==> src/rtl/nibble_serial_adder_ctrl.sv <==
// nibble_serial_adder_ctrl
// Wide add/subtract done one nibble per clock through a single 4-bit
// ripple-carry slice, LS nibble first, with a start/busy/done handshake.

module full_adder (
  input  logic a,
  input  logic b,
  input  logic ci,
  output logic s,
  output logic co
);
  assign s  = a ^ b ^ ci;
  assign co = (a & b) | (ci & (a ^ b));
endmodule

module nibble_serial_adder_ctrl #(
  parameter int NIBBLES = 4
) (
  input  logic                 clk,
  input  logic                 rst_n,
  input  logic                 start,
  input  logic                 Sub,
  input  logic [4*NIBBLES-1:0] A,
  input  logic [4*NIBBLES-1:0] B,
  output logic                 busy,
  output logic                 done,
  output logic [4*NIBBLES-1:0] S,
  output logic                 Carry,
  output logic                 Overflow
);
  localparam int W  = 4 * NIBBLES;
  localparam int IW = $clog2(NIBBLES);
  localparam logic [IW-1:0] LAST_IDX = IW'(NIBBLES - 1);

  typedef enum logic [1:0] {IDLE = 2'd0, RUN = 2'd1, DONE = 2'd2} state_t;

  state_t state, state_next;

  logic [W-1:0]  opA, opB, acc, acc_next;
  logic          cin;
  logic [IW-1:0] idx;

  logic [3:0] slice_a, slice_b, slice_s;
  logic [4:0] chain;
  logic       accept, last;

  // A new request is only taken when no operation is in flight.
  assign accept = start && (state != RUN);
  assign last   = (idx == LAST_IDX);

  // Current nibble of each captured operand feeds the single slice.
  assign slice_a  = opA[{idx, 2'b00} +: 4];
  assign slice_b  = opB[{idx, 2'b00} +: 4];
  assign chain[0] = cin;

  // The one 4-bit ripple slice: four full adders chained on carry.
  generate
    for (genvar gi = 0; gi < 4; gi++) begin : g_slice
      full_adder u_fa (
        .a  (slice_a[gi]),
        .b  (slice_b[gi]),
        .ci (chain[gi]),
        .s  (slice_s[gi]),
        .co (chain[gi+1])
      );
    end
  endgenerate

  // Accumulator with the current slice sum merged into its nibble position.
  always_comb begin
    acc_next = acc;
    acc_next[{idx, 2'b00} +: 4] = slice_s;
  end

  // State register.
  always_ff @(posedge clk or negedge rst_n) begin
    if (!rst_n) state <= IDLE;
    else        state <= state_next;
  end

  // Next-state logic.
  always_comb begin
    state_next = state;
    case (state)
      IDLE:    if (start) state_next = RUN;
      RUN:     if (last)  state_next = DONE;
      DONE:    state_next = start ? RUN : IDLE;
      default: state_next = IDLE;
    endcase
  end

  // Handshake outputs decoded purely from the state register.
  always_comb begin
    busy = (state == RUN);
    done = (state == DONE);
  end

  // Operand capture, nibble stepping, and result loading on completion.
  always_ff @(posedge clk or negedge rst_n) begin
    if (!rst_n) begin
      opA      <= '0;
      opB      <= '0;
      acc      <= '0;
      cin      <= 1'b0;
      idx      <= '0;
      S        <= '0;
      Carry    <= 1'b0;
      Overflow <= 1'b0;
    end else if (accept) begin
      opA <= A;
      opB <= B ^ {W{Sub}};
      cin <= Sub;
      idx <= '0;
    end else if (state == RUN) begin
      acc <= acc_next;
      cin <= chain[4];
      if (last) begin
        S        <= acc_next;
        Carry    <= chain[4];
        Overflow <= (opA[W-1] == opB[W-1]) && (acc_next[W-1] != opA[W-1]);
      end else begin
        idx <= idx + 1'b1;
      end
    end
  end

endmodule

==> config.mk <==
export PLATFORM = sky130hd
export DESIGN_NAME = nibble_serial_adder_ctrl
export DESIGN_NICKNAME = d
export VERILOG_FILES = /design/src/rtl/nibble_serial_adder_ctrl.sv
export SDC_FILE = /design/constraint.sdc
export NUM_CORES = 1
export LEC_CHECK = 0
export BUFFER_PORTS_ARGS = -buffer_cell sky130_fd_sc_hd__buf_2
export CAP_MARGIN = 20
export CORE_MARGIN = 4
export CORE_UTILIZATION = 23
export DETAILED_ROUTE_END_ITERATION = 10
export GPL_TIMING_DRIVEN = 0
export PLACE_DENSITY = 0.38
export SYNTH_ARGS = -nofsm -noshare
export SYNTH_HDL_FRONTEND = slang
export SYNTH_SLANG_ARGS = --single-unit
==> constraint.sdc <==
create_clock -name clk -period 6.7 [get_ports clk]
set_clock_uncertainty 0.1 [all_clocks]
set_input_delay 1.34 -clock clk [delete_from_list [all_inputs] [get_ports clk]]
set_output_delay 1.34 -clock clk [all_outputs]
set_load 0.03 [all_outputs]
After elaboration in Yosys (flattened, before gate mapping)
Index checks and enable logic that the tools add are counted.
{"block": "totals", "output_inout_bits": 20, "regBits": 71, "wordCells": 64}
{"block": "op_classes", "n_eq_ne": 9, "n_mux": 10, "bitwise_logic": 22, "n_reduce_logical": 8, "add_sub_neg": 2, "shift": 4}
{"op": "$shiftx 16x5->4", "count": 2}
{"op": "$bwmux 16", "count": 1}
{"op": "$shift 4x6->16 const A", "count": 1}
{"op": "$shiftx 4x6->16", "count": 1}
{"op": "$xor 16x16->16", "count": 1}
{"op": "$mux 2", "count": 5}
{"op": "$and 1x1->1", "count": 8}
{"op": "$xor 1x1->1", "count": 8}
{"op": "$neg 4->6", "count": 1}
{"op": "$pmux 2 s3", "count": 1}
{"op": "$reduce_and 2->1", "count": 3}
{"op": "$eq 2x2->1 const B", "count": 2}
{"op": "$ne 2x1->1 const B", "count": 2}
{"op": "$ne 2x2->1 const B", "count": 2}
{"op": "$or 1x1->1", "count": 4}
{"op": "$mux 1", "count": 3}
{"op": "$reduce_and 3->1", "count": 1}
{"op": "$add 2x1->2 const B", "count": 1}
{"op": "$eq 2x1->1 const B", "count": 1}
{"op": "$logic_and 1x1->1", "count": 2}
{"op": "$logic_not 2->1", "count": 1}
{"op": "$reduce_bool 2->1", "count": 1}
{"op": "$eq 1x1->1", "count": 1}
{"op": "$ne 1x1->1", "count": 1}
{"op": "$not 1->1", "count": 1}

Depth between registers and ports, before layout
Gate-level depths: netlist of the first run.
{"block": "logic_depth", "ltp_word": 13, "mapped_depth": 13, "ltp_nobuf": 11}

By module
A second synthesis of the first run with hierarchy kept.
{"block": "hier_totals", "hier_cells": 291, "hier_area_um2": 3470.8}
{"mod": "nibble_serial_adder_ctrl", "area_per_inst_um2": 3390.8, "cells_each": 287, "n_inst": 1}
{"mod": "full_adder", "area_per_inst_um2": 20.0, "cells_each": 1, "n_inst": 4}

Least setup slack after synthesis of the first run
OpenSTA, ideal clock, no wires.
{"block": "synth_timing", "path_type": "register to register", "start": "register idx[0]", "end": "register Overflow", "stages_incl_launch_ff": 14, "required_time_ps": 6531, "path_slack_ps": 3541, "arrival_ps": 2990, "cell_sequence": "dfrtp_1 > buf_4 > mux4_2 > inv_1 > fa_1 > inv_1 > fa_1 > inv_1 > fa_1 > inv_1 > fa_1 > buf_2 > a2111o_1 > nand3_1"}
{"block": "synth_between", "elab_chain_len": 13, "elab_cells_between_ends": 27}
{"item": "start: declaration", "line": "41", "source": "logic [IW-1:0] idx;"}
{"item": "start signal: assignment", "line": "122", "source": "idx <= idx + 1'b1;"}
{"item": "$shiftx 16x5->4, on equally long branches", "line": "52, 53"}
{"item": "$xor 1x1->1", "line": "12, 13"}
{"item": "$and 1x1->1", "line": "13", "source": "assign co = (a & b) | (ci & (a ^ b));"}
{"item": "$or 1x1->1", "line": "13"}
{"item": "$and 1x1->1", "line": "13"}
{"item": "$or 1x1->1", "line": "13"}
{"item": "$and 1x1->1", "line": "13"}
{"item": "$or 1x1->1", "line": "13"}
{"item": "$xor 1x1->1", "line": "12", "source": "assign s = a ^ b ^ ci;"}
{"item": "$shiftx 4x6->16", "line": "72", "source": "acc_next[{idx, 2'b00} +: 4] = slice_s;"}
{"item": "$bwmux 16", "line": "72"}
{"item": "$ne 1x1->1", "line": "120", "source": "Overflow <= (opA[W-1] == opB[W-1]) && (acc_next[W-1] != opA[W-1]);"}
{"item": "$logic_and 1x1->1", "line": "120"}
{"item": "end signal: assignment", "line": "120"}
{"item": "end: declaration", "line": "29", "source": "output logic Overflow"}
Several ways; a longest one is shown, not always the timed one.
A chain may end at the register's enable or synchronous reset.

Final worst setup path of the first run
{"block": "layout_timing", "start": "register idx[1]", "end": "register Overflow"}
Same word-level chain as after synthesis.

==> impl_metrics.ini, run 1 <==
[clock_tree]
postCtsSetupBuffers = 0
hold_buffers = 0
clockBufferDepth = 2
cts_tree = built
cts_resized = 0
clock_sinks = 71
h-tree-depth = 3
cts_buffers = 9
cts-root-buf = clkbuf_16
clk_pin_slew_ns = 0.06
clk_latency_ns = 0.33

[critical_path]
crit_required_ns = 6.87
r2r-start = idx[1]
worstPathMaxFanout = 9
critical_path_arrival_ns = 3.80
end_kind = flip-flop
cp-startpoint = idx[1]
setup.worst_path.class = reg2reg
r2r_slack_ns = 3.07
critPathLaunchType = flip-flop

[finish]
insertedDiodeCount = 0
post-route-cell-area_sq_mm = 0.00434
final_nets = 414
syn_to_final_growth_pct = 23.3
n_fill_cell = 1573
layout-drive-gt1-share = 0.306

[drt]
drt-total-wl_um = 9010
wl_per_cell_um = 16.2
ant_nets = 0
via_count = 2484
drc = 0
drt_first_pass_iters = 4
viasPerCell = 4.46
drt_iter0_markers = 107

[synthesis]
yosysMostFrequentCell = dfrtp_1
synth_xor_area_frac = 0.0398
synth_common_cells = dfrtp_1, o21ai_0, nand2_1
synth_mux_area_frac = 0.125
synth_compound_area_frac = 0.145
yosys_register_bits = 71
yosys_warnings = 0
synthAdderAreaFrac = 0.0441
synth_top_family_by_area = compound AO/OA/AOI/OAI gates
synth_seq_area_share = 0.505
synth_edf_count = 0
syn_area_sq_mm = 0.00352
synthCells = 302
yosysTopAreaCell = dfrtp_1
synthSimpleGateAreaFrac = 0.0892
synth.distinct_cells = 39
async_flop_share = 1.00
syn_avg_cell_area_sq_um = 11.7
ys_top_cells_by_area = dfrtp_1, o21ai_0, mux4_2, mux2_4, xnor2_1
synthFlopType = dfrtp_1
syn-num-nets = 348
synth.top_cell.area_share = 0.505

[timing]
finalCriticalPeriod_ns = 3.63
fin_setup_tns_ns = 0
relSlewSlack = 0.564
final_max_slew_viol_count = 0
finalSetupViolCount = 0
worstMarginPinSlew_ns = 0.655
grt_setup_unrepaired = false
hold_viol_final = 0
finalCritPeriodShare = 0.541
fmax_mhz = 276

[placed_design]
dp.final_hpwl_um = 6470
port_buffers = 54
dpl-instance-area_sq_mm = 0.00405
gp_congestion = 0.722

[grt]
grt_usage = 0.108
grt_overflow = 0
grt_pass1_vias = 2698
antenna_found_initial = 1
grt_pass1_wl_um = 15000
grt_max_degree = 49

[power_and_ir_drop]
seq_power_share = 0.293
power_density_mw_per_mm2 = 562
power.internal_uw = 1380
switching_share = 0.435
pwr-share-clk = 0.195
power_switching_uw = 1060
comb_power_share = 0.512
power.leakage_uw = 0.00200
irDropWorstVdd_uv = 227

[die]
ios = 56
start_util = 0.239
die_w_um = 132
core_area_sq_mm = 0.0148
die_h_um = 132
die_area_sq_mm = 0.0174
rows = 44

[outcome]
run_status = complete, no violations

[flow_run]
cap_viol_max_count = 0

[min_path]
worstHoldPathType = reg2reg
hold_path.startpoint = S[12]
## per-stage QoR
step                hold slack (ns)  std cells  total power (uW)  utilization  worst slack, ns
floorplan                     0.355        302              1560            -             3.54
global route                  0.399        557              2630        0.294             2.86
CTS                           0.380        557              2490        0.294             3.05
detailed placement            0.367        541              2000        0.275             3.07
finish                        0.371        557              2440        0.294             3.07
global placement              0.360        540              1980        0.273             3.05
## layer usage
| metal | global-route usage | up-vias | share of wire |
|---|---|---|---|
| met5 | 0 | - | 0.0014 |
| met4 | 0.0344 | 2 | 0.015 |
| li1 | - | 1195 | - |
| met3 | 0.0344 | 15 | 0.046 |
| met1 | 0.147 | 1211 | 0.49 |
| met2 | 0.166 | 61 | 0.45 |
## power by group through the flow
stage / Sequential, uW / Clock (uW) / Combinational (uW)
global placement: 721 / 0 / 1260
finish: 716 / 477 / 1250
floorplan: 778 / 0 / 785
detailed placement: 727 / 0 / 1270
global route: 745 / 509 / 1380
CTS: 721 / 495 / 1280
## worst max-delay path: stages, from the launching register on
cell,delay (ns)
dfrtp_1,0.40
clkbuf_1,0.53
mux4_2,0.32
inv_1,0.06
fa_1,0.38
inv_1,0.07
fa_1,0.15
inv_1,0.05
fa_1,0.36
inv_1,0.08
fa_1,0.40
buf_2,0.21
a2111o_1,0.38
nand3_1,0.07
## final timing paths
path	to	cells past startpoint
setup / recovery	Overflow	13
hold / removal	S[12]	2
setup reg to reg	Overflow	13
hold reg to reg	S[12]	2
max in group asynchronous	state[1]	2
min in group asynchronous	S[6]	1
## state kept, by name, indices dropped and copies added, names as in the netlist
name      flops
Carry         1
Overflow      1
S            16
acc          16
cin           1
idx           2
opA          16
opB          16
state         2
## cell families (layout without fill, tap and decap cells)
logic type,Yosys count,in the layout
compound gates,86,86
flops,71,71
mux,28,28
xor+xnor,16,16
simple gates,56,56
buf+inv,35,106
fa+ha+maj,10,10
## cell usage in the layout (no fill, tap or decap), types with 2 or more instances in the layout
master and count:
clkbuf_16 9, nand2_1 24, mux2_4 10, dfrtp_1 71
clkinv_2 3, clkbuf_2 2, ha_1 6, buf_2 60
clkbuf_1 7, buf_4 4, inv_1 13, a32o_1 7
buf_6 2, nor2_1 5, mux4_2 8, xnor2_1 16
mux2i_1 2, mux2_2 8, a21oi_1 17, a22o_1 8
nor2b_1 17, fa_1 4, o21ai_1 2, o21ai_0 48
## final cells by class
cell class	instances	area, sq um	area share
Buffer	20	124	0.0285
Clock buffer	12	246	0.0568
Clock inverter	4	45.0	0.0104
Inverter	15	61.3	0.0141
Multi-Input combinational cell	196	1560	0.359
Sequential cell	71	1780	0.409
Tap cell	184	230	0.0530
Timing Repair Buffer	55	300	0.0691
Power figures use the tool's default switching activity.
==> run 2: changes to the inputs <==
--- a/config.mk
+++ b/config.mk
@@ -5,13 +5,14 @@
 export SDC_FILE = /design/constraint.sdc
 export NUM_CORES = 1
 export LEC_CHECK = 0
+export ABC_AREA = 1
 export BUFFER_PORTS_ARGS = -buffer_cell sky130_fd_sc_hd__buf_2
 export CAP_MARGIN = 20
 export CORE_MARGIN = 4
 export CORE_UTILIZATION = 23
 export DETAILED_ROUTE_END_ITERATION = 10
 export GPL_TIMING_DRIVEN = 0
-export PLACE_DENSITY = 0.38
+export PLACE_DENSITY = 0.4
 export SYNTH_ARGS = -nofsm -noshare
 export SYNTH_HDL_FRONTEND = slang
 export SYNTH_SLANG_ARGS = --single-unit
==> constraint.sdc (replaced) <==
create_clock -name clk -period 3.1 [get_ports clk]
set_clock_uncertainty 0.1 [all_clocks]
set_input_delay 0.62 -clock clk [delete_from_list [all_inputs] [get_ports clk]]
set_output_delay 0.62 -clock clk [all_outputs]
set_load 0.03 [all_outputs]
==> impl_metrics.ini, run 2 <==
[critical_path]
rr_endpoint = acc[15]
end_kind = flip-flop
crit_required_ns = 3.21
r2r_slack_ns = -0.01
cp-startpoint = idx[0]
setup.worst_path.class = reg2reg
worstPathMaxFanout = 5
critical_path_arrival_ns = 3.22
critPathLaunchType = flip-flop
r2r-start = idx[0]
r2r_cells = 16

[clock_tree]
h-tree-depth = 3
clk_pin_slew_ns = 0.06
cts-root-buf = clkbuf_16
cts_buffers = 9
clk_latency_ns = 0.33
cts_tree = built
clock_sinks = 71
clockBufferDepth = 2

[finish]
instances_no_fill = 674
layout.cells.most_common = nand2_1
insertedDiodeCount = 0
final_cell_mix = nand2_1, dfrtp_1, buf_2
layout-drive-gt1-share = 0.273
syn_to_final_growth_pct = 29.7
final_nets = 533

[synthesis]
synth_seq_area_share = 0.511
synth_common_cells = nand2_1, dfrtp_1, o21ai_0
synthFlopType = dfrtp_1
syn_avg_cell_area_sq_um = 8.50
synth_edf_count = 0
syn_area_sq_mm = 0.00348
syn-num-nets = 455
synth.top_cell.area_share = 0.511
synth.distinct_cells = 25
yosys_register_bits = 71
async_flop_share = 1.00
yosysMostFrequentCell = nand2_1
synthCells = 409
yosys_warnings = 0
ys_top_cells_by_area = dfrtp_1, nand2_1, o21ai_0, xnor2_1, inv_1
yosysTopAreaCell = dfrtp_1

[grt]
antenna_found_initial = 0
grt_max_degree = 61
grt_pass1_vias = 3049
grt_overflow = 0
grt_pass1_wl_um = 16000
grt_usage = 0.124

[power_and_ir_drop]
power_density_mw_per_mm2 = 1190
irDropWorstVdd_uv = 508
finalPower_uw = 5380
power.leakage_uw = 0.00223

[placed_design]
place_inst = 648
gp_congestion = 0.741
place_ws_ns = -0.451
port_buffers = 54
dp.final_hpwl_um = 6890

[timing]
finalCriticalPeriod_ns = 3.11
grt_setup_unrepaired = true
fin_setup_tns_ns = -0.0226
finalCritPeriodShare = 1.00
hold_viol_final = 0
worstMarginPinSlew_ns = 0.313
timing.final.ws_setup_ns = -0.0144
hold_ws_ns = 0.0311
relSlewSlack = 0.791
finalSetupViolCount = 2
fmax_mhz = 321
final_max_slew_viol_count = 0

[die]
die_w_um = 131
die_h_um = 131
die_area_sq_mm = 0.0171
ios = 56
core_area_sq_mm = 0.0146
rows = 44
start_util = 0.237

[drt]
drt-total-wl_um = 9660
ant_nets = 0
via_count = 2887
drt_first_pass_iters = 4
wl_per_cell_um = 14.3
viasPerCell = 4.28
drt_iter0_markers = 178
drc = 0

[outcome]
run_status = complete, but fails checks
violations = setup timing

[flow_run]
cap_viol_max_count = 0

[min_path]
worstHoldPathType = in2async
-- run 2: cell types whose count changed after synthesis, moves of 5 or more --
cell	before	now
clkbuf_1	5	0
o21ai_1	2	13
nand2_1	24	167
nand3_1	1	8
mux2_4	10	0
o21ai_0	48	34
nor2b_1	17	0
a21oi_1	17	4
mux2_2	8	0
mux4_2	8	0
inv_1	13	23
o22ai_1	1	11
nor2_1	5	14
a22o_1	8	0
-- run 2: per-stage QoR --
stage / utilization / cell area, sq um
after floorplan: - / 3480
after global placement: 0.272 / 3980
after detailed placement: 0.274 / 4010
after CTS: 0.298 / 4370
after global routing: 0.308 / 4510
final: 0.308 / 4510
-- run 2: logic make-up after synthesis --
kind of cell	count (synthesis)	synth area share
AND/OR/NAND/NOR	197	0.224
flip-flops	71	0.511
AO/OA/AOI/OAI	69	0.114
buffers and inverters	46	0.0659
XOR/XNOR	16	0.0403
adder cells (fa/ha/maj)	10	0.0446
-- run 2: cell type report --
| class | instances | area [sq um] |
|---|---|---|
| multi-input cells | 292 | 1560 |
| flip-flops and latches | 71 | 1780 |
| repair buffers | 67 | 394 |
| clock inverters | 1 | 5.00 |
| well taps | 184 | 230 |
| inverters | 28 | 115 |
| clock buffers | 13 | 260 |
| fillers | 1604 | 10100 |
| plain buffers | 18 | 161 |
-- run 2: critical path, cell delays in order (launching register included) --
cell     delay [ns]
dfrtp_2        0.45
inv_4          0.09
buf_8          0.12
nand2_2        0.04
a32o_2         0.28
fa_2           0.33
inv_2          0.07
fa_2           0.20
inv_2          0.04
fa_2           0.34
inv_2          0.06
fa_2           0.47
inv_2          0.10
nor2_2         0.04
nand3_2        0.07
buf_4          0.11
a31oi_1        0.07
-- run 2: worst max path at each step --
stage	end	slack (ns)
floorplan	Overflow	0.07
global placement	Overflow	-0.42
detailed placement	Overflow	-0.45
CTS	Overflow	-0.05
global route	Overflow	-0.12
finish	acc[15]	-0.01
-- run 2: power breakdown --
group          internal (uW)  switching [uW]
combinational           1140            1760
clock                    575             378
sequential              1310             220
-- run 2: timing repair --
action	CTS	global route
endpoints found under the setup margin	15	9
resized for setup	21	28
hold buffers	0	0
buffers inserted	6	6
pin swaps	1	15
-- run 2: layer usage --
metal	share of wire	track usage	up-vias
met5	0	0	-
met4	0.011	0.0327	0
met3	0.048	0.0415	8
met2	0.48	0.204	58
met1	0.46	0.156	1359
li1	-	-	1462
==> run 3: changes to the inputs <==
--- a/config.mk
+++ b/config.mk
@@ -9,10 +9,12 @@
 export BUFFER_PORTS_ARGS = -buffer_cell sky130_fd_sc_hd__buf_2
 export CAP_MARGIN = 20
 export CORE_MARGIN = 4
-export CORE_UTILIZATION = 23
+export CORE_UTILIZATION = 30
 export DETAILED_ROUTE_END_ITERATION = 10
 export GPL_TIMING_DRIVEN = 0
-export PLACE_DENSITY = 0.4
+export MAX_ROUTING_LAYER = met4
+export PLACE_DENSITY = 0.48
+export SLEW_MARGIN = 20
 export SYNTH_ARGS = -nofsm -noshare
 export SYNTH_HDL_FRONTEND = slang
 export SYNTH_SLANG_ARGS = --single-unit
==> impl_metrics.ini, run 3 (synthesized netlist as in run 2, its figures left out) <==
[drt]
viasPerCell = 4.61
met3_wirelength_um = 344
via_count = 2917
maxUsedRoutingLayer = met4
ant_nets = 0
drc = 0
wl_met2_um = 4310
drt_iter0_markers = 112
drt_first_pass_iters = 5
drt-total-wl_um = 8890
wl_per_cell_um = 14.0
wl_met1_um = 4130

[die]
rows = 39
die_h_um = 116
ios = 56
die_w_um = 116
die_area_sq_mm = 0.0134
start_util = 0.306
core_area_sq_mm = 0.0114

[placed_design]
port_buffers = 54
dp.final_hpwl_um = 6330
place_inst = 607
dpl-instance-area_sq_mm = 0.00396
gp_congestion = 0.778

[critical_path]
cp_top_family = adder cells
cp_slowest_cell = fa_2
path_common_cell = inv_2
worstPathMaxFanout = 5
end_kind = flip-flop
path_cells = inv_2, buf_6, nand2_2, a32o_2, fa_2, inv_2, fa_2, inv_2, fa_2, inv_2, fa_2, inv_2, nor2_1, nand3_1, buf_4, a31oi_2
critPathLaunchType = flip-flop
cp_slowest_stage_delay_ns = 0.46
path_buf_inv = 7
r2r_cells = 16
r2r_slack_ns = 0.01
crit_required_ns = 3.21
r2r-start = idx[0]
setup.worst_path.class = reg2reg
rr_endpoint = acc[15]
critical_path_arrival_ns = 3.20

[power_and_ir_drop]
irDropWorstVdd_uv = 471
seq_power_share = 0.287
power.internal_uw = 3020
switching_share = 0.429
comb_power_share = 0.525
pwr-share-clk = 0.188
power_density_mw_per_mm2 = 1200
power.leakage_uw = 0.00223
power_switching_uw = 2270

[clock_tree]
clockBufferDepth = 2
h-tree-depth = 3
cts-root-buf = clkbuf_16
cts_tree = built
clk_latency_ns = 0.34
clock_sinks = 71
cts_buffers = 9
clk_pin_slew_ns = 0.06
hold_buffers = 0

[finish]
final_nets = 532
insertedDiodeCount = 0
syn_to_final_growth_pct = 26.7
n_fill_cell = 1213
multi_input_area_sq_mm = 0.00153
instances_no_fill = 633
layout.cells.most_common = nand2_1
regArea_sq_mm = 0.00178
post-route-cell-area_sq_mm = 0.00440
final_cell_mix = nand2_1, dfrtp_1, buf_2
layout-drive-gt1-share = 0.269

[min_path]
worstHoldPathType = in2async

[grt]
grt_overflow = 0
antenna_found_initial = 0
grt_usage = 0.147
grt_pass1_vias = 2960
grt_pass1_wl_um = 14800
grt_max_degree = 43

[timing]
finalSetupViolCount = 0
grt_setup_unrepaired = true
worstMarginPinSlew_ns = 0.411
finalCriticalPeriod_ns = 3.09
hold_viol_final = 0
final_max_slew_viol_count = 0
finalCritPeriodShare = 0.996
relSlewSlack = 0.726
fmax_mhz = 324

[outcome]
run_status = complete, no violations

[flow_run]
cap_viol_max_count = 0
## run 3: metrics by stage
step	setup TNS [ns]	utilization	setup WS [ns]	total power [uW]	hold slack (ns)
CTS	-0.0133	0.384	-0.0133	5260	0.127
global placement	-2.73	0.345	-0.369	3850	0.361
finish	0	0.387	0.0114	5290	0.121
detailed placement	-3.12	0.348	-0.409	3900	0.364
global route	-0.508	0.387	-0.101	5720	0.150
floorplan	0	-	0.0710	3150	0.224
## run 3: worst max path at each step
stage / from / endpoint / cells after the start
after floorplan: idx[1] / Overflow / 16
after global placement: idx[1] / Overflow / 16
after detailed placement: idx[1] / Overflow / 17
after CTS: idx[0] / Overflow / 17
after global routing: idx[0] / acc[11] / 16
final: idx[0] / acc[15] / 16
## run 3: what timing repair did
item,CTS,global route
pin swaps,6,2
resized for setup,26,9
cloned,0,0
buffers inserted,9,2
setup endpoints to repair,15,9
## run 3: routing by layer
| metal | up-vias | global-route usage |
|---|---|---|
| li1 | 1462 | - |
| met1 | 1391 | 0.188 |
| met2 | 53 | 0.236 |
| met3 | 11 | 0.0324 |
| met4 | 0 | 0.0410 |
| met5 | - | - |
## run 3: worst register-to-register path: stages, from the launching register on
cell and delay [ns]:
dfrtp_2 0.44, inv_2 0.10, buf_6 0.13, nand2_2 0.05
a32o_2 0.28, fa_2 0.33, inv_2 0.06, fa_2 0.19
inv_2 0.04, fa_2 0.33, inv_2 0.06, fa_2 0.46
inv_2 0.07, nor2_1 0.04, nand3_1 0.10, buf_4 0.13
a31oi_2 0.06
## run 3: layout make-up
cell class | count | share of cell area
clock inverter | 5 | 0.0114
tap | 143 | 0.0406
sequential | 71 | 0.404
timing repair buffer | 66 | 0.0869
multi-input combinational | 292 | 0.346
buffer | 18 | 0.0332
clock buffer | 10 | 0.0520
inverter | 28 | 0.0256
## run 3: power groups by stage
stage | clock network [uW] | registers (uW) | logic, uW
6_report | 992 | 1520 | 2780
5_1_grt | 1060 | 1570 | 3100
4_1_cts | 1020 | 1520 | 2720
3_5_place_dp | 0 | 1550 | 2350
3_3_place_gp | 0 | 1540 | 2310
2_1_floorplan | 0 | 1630 | 1520
